$ cat config.mk
export PLATFORM = sky130hd
export DESIGN_NAME = normalize_sequencer
export DESIGN_NICKNAME = d
export VERILOG_FILES = /design/src/rtl/norm_pkg.sv /design/src/rtl/norm_scale.sv /design/src/rtl/normalize_sequencer.sv
export SDC_FILE = /design/constraint.sdc
export NUM_CORES = 1
export LEC_CHECK = 0
export CORE_MARGIN = 3
export CORE_UTILIZATION = 40
export DETAILED_ROUTE_END_ITERATION = 6
export GPL_TIMING_DRIVEN = 0
export PLACE_DENSITY_LB_ADDON = 0.15
export SLEW_MARGIN = 30
export SYNTH_ARGS = -nofsm -noshare
export SYNTH_HDL_FRONTEND = slang
export SYNTH_HIERARCHICAL = 1
export SYNTH_SLANG_ARGS = --single-unit
$ cat constraint.sdc
create_clock -name clk -period 52.3 [get_ports clk]
set_clock_uncertainty 0.2 [all_clocks]
set_input_delay 15.69 -clock clk [delete_from_list [all_inputs] [get_ports clk]]
set_output_delay 15.69 -clock clk [all_outputs]
set_load 0.01 [all_outputs]
$ cat src/rtl/norm_pkg.sv
// Shared types and helpers for the two-pass frame normalization controller.
package norm_pkg;

  // Controller phases: scan for min/max, then rewrite every pixel normalized.
  typedef enum logic [2:0] {
    IDLE,
    SCAN,
    SCAN_FIN,
    NORM,
    NORM_DRAIN,
    DONE
  } norm_state_e;

  // Full-scale pixel value for a given pixel width (2^width - 1).
  function automatic int unsigned pix_max(input int unsigned width);
    return (32'd1 << width) - 32'd1;
  endfunction

endpackage

$ cat src/rtl/norm_scale.sv
// Combinational pixel scaler: (p - min) * PIX_MAX / range, truncating.
// A flat frame (range == 0) maps every pixel to zero.
module norm_scale
  import norm_pkg::*;
#(
  parameter int DATA_WIDTH = 8
) (
  input  logic [DATA_WIDTH-1:0] pix_i,
  input  logic [DATA_WIDTH-1:0] min_i,
  input  logic [DATA_WIDTH-1:0] range_i,
  output logic [DATA_WIDTH-1:0] pix_o
);

  localparam int PW = 2 * DATA_WIDTH;
  localparam logic [PW-1:0] PIX_MAX = PW'(pix_max(DATA_WIDTH));

  logic [DATA_WIDTH-1:0] diff;
  logic [PW-1:0]         prod;

  // diff never exceeds range, so the quotient always fits in DATA_WIDTH bits.
  always_comb begin
    diff  = pix_i - min_i;
    prod  = PW'(diff) * PIX_MAX;
    pix_o = '0;
    if (range_i != '0) begin
      pix_o = DATA_WIDTH'(prod / PW'(range_i));
    end
  end

endmodule

$ cat src/rtl/normalize_sequencer.sv
// Two-pass min/max normalization controller for a ROWS x COLS frame buffer.
// Pass 1 streams the frame to find min/max; pass 2 re-reads each pixel and
// writes the normalized value back two cycles after its read was issued.
module normalize_sequencer
  import norm_pkg::*;
#(
  parameter int DATA_WIDTH = 8,
  parameter int ROWS       = 128,
  parameter int COLS       = 128
) (
  input  logic                                clk,
  input  logic                                reset_n,
  input  logic                                start,
  input  logic                                abort,
  output logic                                rd_en,
  output logic [$clog2(ROWS*COLS)-1:0]        rd_addr,
  input  logic [DATA_WIDTH-1:0]               rd_data,
  output logic                                wr_en,
  output logic [$clog2(ROWS*COLS)-1:0]        wr_addr,
  output logic [DATA_WIDTH-1:0]               wr_data,
  output logic                                busy,
  output logic                                done,
  output logic [DATA_WIDTH-1:0]               min_val,
  output logic [DATA_WIDTH-1:0]               max_val
);

  localparam int N      = ROWS * COLS;
  localparam int ADDR_W = $clog2(N);
  localparam logic [ADDR_W-1:0] LAST_ADDR = ADDR_W'(N - 1);

  norm_state_e           state_q;
  logic                  rd_en_q;
  logic [ADDR_W-1:0]     rd_addr_q;
  logic                  rvld_q;     // rd_data is valid this cycle
  logic                  rnorm_q;    // returning data belongs to the NORM pass
  logic [ADDR_W-1:0]     raddr_q;    // address of the data now on rd_data
  logic                  wr_en_q;
  logic [ADDR_W-1:0]     wr_addr_q;
  logic [DATA_WIDTH-1:0] wr_data_q;
  logic                  busy_q;
  logic                  done_q;
  logic [DATA_WIDTH-1:0] min_q;
  logic [DATA_WIDTH-1:0] max_q;
  logic                  drain_q;    // second drain cycle marker

  logic [DATA_WIDTH-1:0] pix_range;
  logic [DATA_WIDTH-1:0] norm_pix;

  // Range is stable for the whole NORM pass: min/max settle in SCAN_FIN.
  always_comb begin
    pix_range = max_q - min_q;
  end

  norm_scale #(
    .DATA_WIDTH (DATA_WIDTH)
  ) u_scale (
    .pix_i   (rd_data),
    .min_i   (min_q),
    .range_i (pix_range),
    .pix_o   (norm_pix)
  );

  // Phase sequencing, read-return tracking, min/max and write-back registers.
  always_ff @(posedge clk or negedge reset_n) begin
    if (!reset_n) begin
      state_q   <= IDLE;
      rd_en_q   <= 1'b0;
      rd_addr_q <= '0;
      rvld_q    <= 1'b0;
      rnorm_q   <= 1'b0;
      raddr_q   <= '0;
      wr_en_q   <= 1'b0;
      wr_addr_q <= '0;
      wr_data_q <= '0;
      busy_q    <= 1'b0;
      done_q    <= 1'b0;
      min_q     <= '0;
      max_q     <= '0;
      drain_q   <= 1'b0;
    end else if (abort) begin
      // Abort dominates start; in-flight reads are dropped, no further writes.
      state_q   <= IDLE;
      rd_en_q   <= 1'b0;
      rd_addr_q <= '0;
      rvld_q    <= 1'b0;
      rnorm_q   <= 1'b0;
      wr_en_q   <= 1'b0;
      busy_q    <= 1'b0;
      done_q    <= 1'b0;
      drain_q   <= 1'b0;
    end else begin
      // Read data returns one cycle after the strobe; tag it with its pass.
      rvld_q  <= rd_en_q;
      rnorm_q <= (state_q == NORM);
      raddr_q <= rd_addr_q;

      // NORM pass: scaled pixel lands on the write port two cycles after its read.
      wr_en_q <= rvld_q && rnorm_q;
      if (rvld_q && rnorm_q) begin
        wr_addr_q <= raddr_q;
        wr_data_q <= norm_pix;
      end

      // SCAN pass: fold returning pixels into the running extremes.
      if (rvld_q && !rnorm_q) begin
        if (rd_data < min_q) min_q <= rd_data;
        if (rd_data > max_q) max_q <= rd_data;
      end

      case (state_q)
        IDLE, DONE: begin
          if (start) begin
            state_q   <= SCAN;
            rd_en_q   <= 1'b1;
            rd_addr_q <= '0;
            busy_q    <= 1'b1;
            done_q    <= 1'b0;
            min_q     <= '1;
            max_q     <= '0;
          end
        end
        SCAN: begin
          if (rd_addr_q == LAST_ADDR) begin
            state_q   <= SCAN_FIN;
            rd_en_q   <= 1'b0;
            rd_addr_q <= '0;
          end else begin
            rd_addr_q <= rd_addr_q + ADDR_W'(1);
          end
        end
        SCAN_FIN: begin
          // Last scan pixel is absorbed this cycle; NORM reads start next.
          state_q   <= NORM;
          rd_en_q   <= 1'b1;
          rd_addr_q <= '0;
        end
        NORM: begin
          if (rd_addr_q == LAST_ADDR) begin
            state_q   <= NORM_DRAIN;
            rd_en_q   <= 1'b0;
            rd_addr_q <= '0;
            drain_q   <= 1'b0;
          end else begin
            rd_addr_q <= rd_addr_q + ADDR_W'(1);
          end
        end
        NORM_DRAIN: begin
          // Two cycles let the final two writes leave the pipeline.
          if (drain_q) begin
            state_q <= DONE;
            busy_q  <= 1'b0;
            done_q  <= 1'b1;
            drain_q <= 1'b0;
          end else begin
            drain_q <= 1'b1;
          end
        end
        default: begin
          state_q <= IDLE;
          rd_en_q <= 1'b0;
          busy_q  <= 1'b0;
          done_q  <= 1'b0;
        end
      endcase
    end
  end

  // All outputs come straight from registers.
  always_comb begin
    rd_en   = rd_en_q;
    rd_addr = rd_addr_q;
    wr_en   = wr_en_q;
    wr_addr = wr_addr_q;
    wr_data = wr_data_q;
    busy    = busy_q;
    done    = done_q;
    min_val = min_q;
    max_val = max_q;
  end

endmodule
==> impl_results.md <==
- Initial DRC Count: 503
- Netlist Area Pre-Place: 11530 um2
- Slew @ Worst Pin: 0.8296 ns
- Clock sink count: 76
- Setup Crit Path Kind: input port to flop
- Final nets: 1759
- FMAX: 0.01982 GHz
- TritonCTS Buffers: 9
- CP arrival: 50.48 ns
- Crit path launch: rd_data[0]
- Minimum clock period: 50.45 ns
- Setup TNS: 0 ns
- Vias in the first global route: 10690
- Final Max Tran Viols: 0
- Synth Net Count: 1623
- N_diodes: 0
- Wire per inst: 16.73 um
- Commonest cells post-synth: ha_1 (172), nand2_1 (134), nor2_1 (127)
- Reg2Reg Capture Point: wr_data[0]
- Core region area: 28090 um2
- First-pass GRT wire length: 53.07 mm
- DR vias/cell: 5.609
- H-tree depth: 3
- Sequential area share after synthesis: 16.50%
- Share of cells above drive strength 1: 17.48%
- Hold Buf Count CTS: 0
- Hold Crit Class: flop to flop
- Final hold vios: 0
- Drt drc: 0
- Fin crit share: 96.46%
- Most used cell, CP: o21a_1
- Clk Latency, worst-skew pair: 0.34 ns
- Height of the die: 175.8 um
- Ys Warns: 6
- Yosys cell types: 102
- Final setup fails: 0
- Worst Path Buf+Inv: 15
- Count leader, synth: ha_1
- DP Wirelength: 24.46 mm
- Critical Path End: wr_data[0]
- IO buf count: 66
- Top FF cell, synth: dfrtp_1
- FF-to-FF Start: min_val[0]
- Rows: 61
- Clock transition at path regs: 0.07 ns
- Full die area: 30900 um2
- CTS tree: done
- DRT antenna net count: 0
- Initial antenna violation count: 0
- Cell family with the largest share of critical-path delay: compound AO/OA/AOI/OAI gates
- Async S/R FF share, synth: 100.0%
- Worst setup EP type: flop
- Max cap viols: 0
- Drt pass-1 iters: 4
- Initial Util: 41.05%
- CP max FO: 11
- Slowest-stage cell, CP: fa_1
- Via count: 10850
- Status: completed
- Setup crit start kind: input port
- Syn_area_per_cell: 8.142 um2
- Total GRT Usage: 20.35%
- Synth top area share: 18.67%
- Critical path depth in cells: 171
- Path depth of the worst reg2reg path: 169
- Slew margin rel.: 44.63%
- Clk buf depth: 2
- Max incr delay on CP: 0.55 ns
- Area grow syn2layout: 22.60%
- Remaining Overflow, GRT: 0
- Setup slack, reg-to-reg: 16.91 ns
- Synthesized netlist cell count: 1416
- CP required: 52.33 ns
- Largest net degree at the start of global routing: 51
- Clk root buf: clkbuf_16
- Post-synth EDFFs: 0
- Largest cells by area after synthesis: ha_1 (19%), dfrtp_1 (16%), nand2_1 (4.4%)
- Final wirelength: 32.37 mm
- Die Wd: 175.8 um
- Boundary Pins: 68
- Gpl congestion: 0.8368
- Seq cells post-synth: 76
- Yosys top cell by area: ha_1
==> cell usage in the layout, fill, tap and decap left out, types with 42 or more instances in the layout <==
cell / netlist / final
a21oi_1: 85 / 66
nand2_1: 134 / 133
dfrtp_1: 76 / 76
o21a_1: 60 / 58
nor2_1: 127 / 122
clkdlybuf4s50_1: 0 / 59
o21ai_0: 56 / 47
nor3_1: 64 / 59
ha_1: 172 / 160
inv_1: 111 / 110
buf_4: 1 / 57
mux2_2: 42 / 42
==> cell families (layout without fill, tap and decap cells) <==
family | count (synthesis) | after routing | synth area share [%]
AO/OA/AOI/OAI | 393 | 394 | 24.15
XOR/XNOR | 62 | 62 | 4.710
adder cells (fa/ha/maj) | 196 | 196 | 22.75
buffers and inverters | 139 | 278 | 4.840
flip-flops | 76 | 76 | 16.50
multiplexers | 61 | 61 | 6.143
AND/OR/NAND/NOR | 489 | 489 | 20.91
==> what timing repair did <==
item / CTS / global route
endpoints found under the setup margin: 2 / 2
pin swaps: 7 / 38
gates resized for setup: 39 / 112
gates cloned: 0 / 2
setup buffers: 12 / 44
==> registers in the layout (all words and copies together) (netlist names) <==
name / count
min_val: 8
rvld_q: 1
drain_q: 1
busy: 1
max_val: 8
wr_en: 1
wr_addr: 14
done: 1
raddr_q: 14
state_q: 3
rd_en: 1
rd_addr: 14
rnorm_q: 1
wr_data: 8
==> area by class of cell <==
type | instances | area [um2]
Buffer | 28 | 173.9
Clock buffer | 9 | 225.2
Clock inverter | 6 | 112.6
Fill cell | 2769 | 13950
Inverter | 111 | 416.7
Multi-Input combinational cell | 1202 | 9727
Sequential cell | 76 | 1902
Tap cell | 378 | 473.0
Timing Repair Buffer | 124 | 1104
==> worst min-delay path by stage <==
stage                           start     endpoint  slack [ns]  cells after the start
after floorplan            raddr_q[0]   wr_addr[0]        0.23                      2
after global placement    raddr_q[12]  wr_addr[12]        0.24                      2
after detailed placement  raddr_q[10]  wr_addr[10]        0.25                      2
after CTS                  raddr_q[6]   wr_addr[6]        0.27                      2
after global routing       raddr_q[7]   wr_addr[7]        0.29                      2
final                      raddr_q[6]   wr_addr[6]        0.26                      2
==> tightest hold or removal path, cell delays in order, from the launching register on <==
cell and delay (ns):
dfrtp_1 0.34, nand2_1 0.05, nand2_1 0.05
==> metrics by stage <==
stage	hold WS, ns	utilization (%)	worst slack, ns	instances	area, um2
2_1_floorplan	0.2331	-	2.604	1416	11530
5_1_grt	0.2926	50.32	-0.2185	1934	14130
3_3_place_gp	0.2446	45.08	-3.130	1860	12660
6_report	0.2624	50.32	1.854	1934	14130
4_1_cts	0.2657	47.31	0.05280	1888	13290
3_5_place_dp	0.2524	45.20	-3.531	1861	12700
==> layer usage <==
metal | wire (um) | part of all wire, % | track usage, %
met3 | 989 | 3.1 | 2.140
met5 | 0 | 0 | 0
met4 | 533 | 1.6 | 4.223
met2 | 15410 | 48 | 35.00
met1 | 15430 | 48 | 27.71
Power is left out: the tool's default activity adds up to more than one toggle a clock period on the data nets, which glitch-free logic cannot reach.
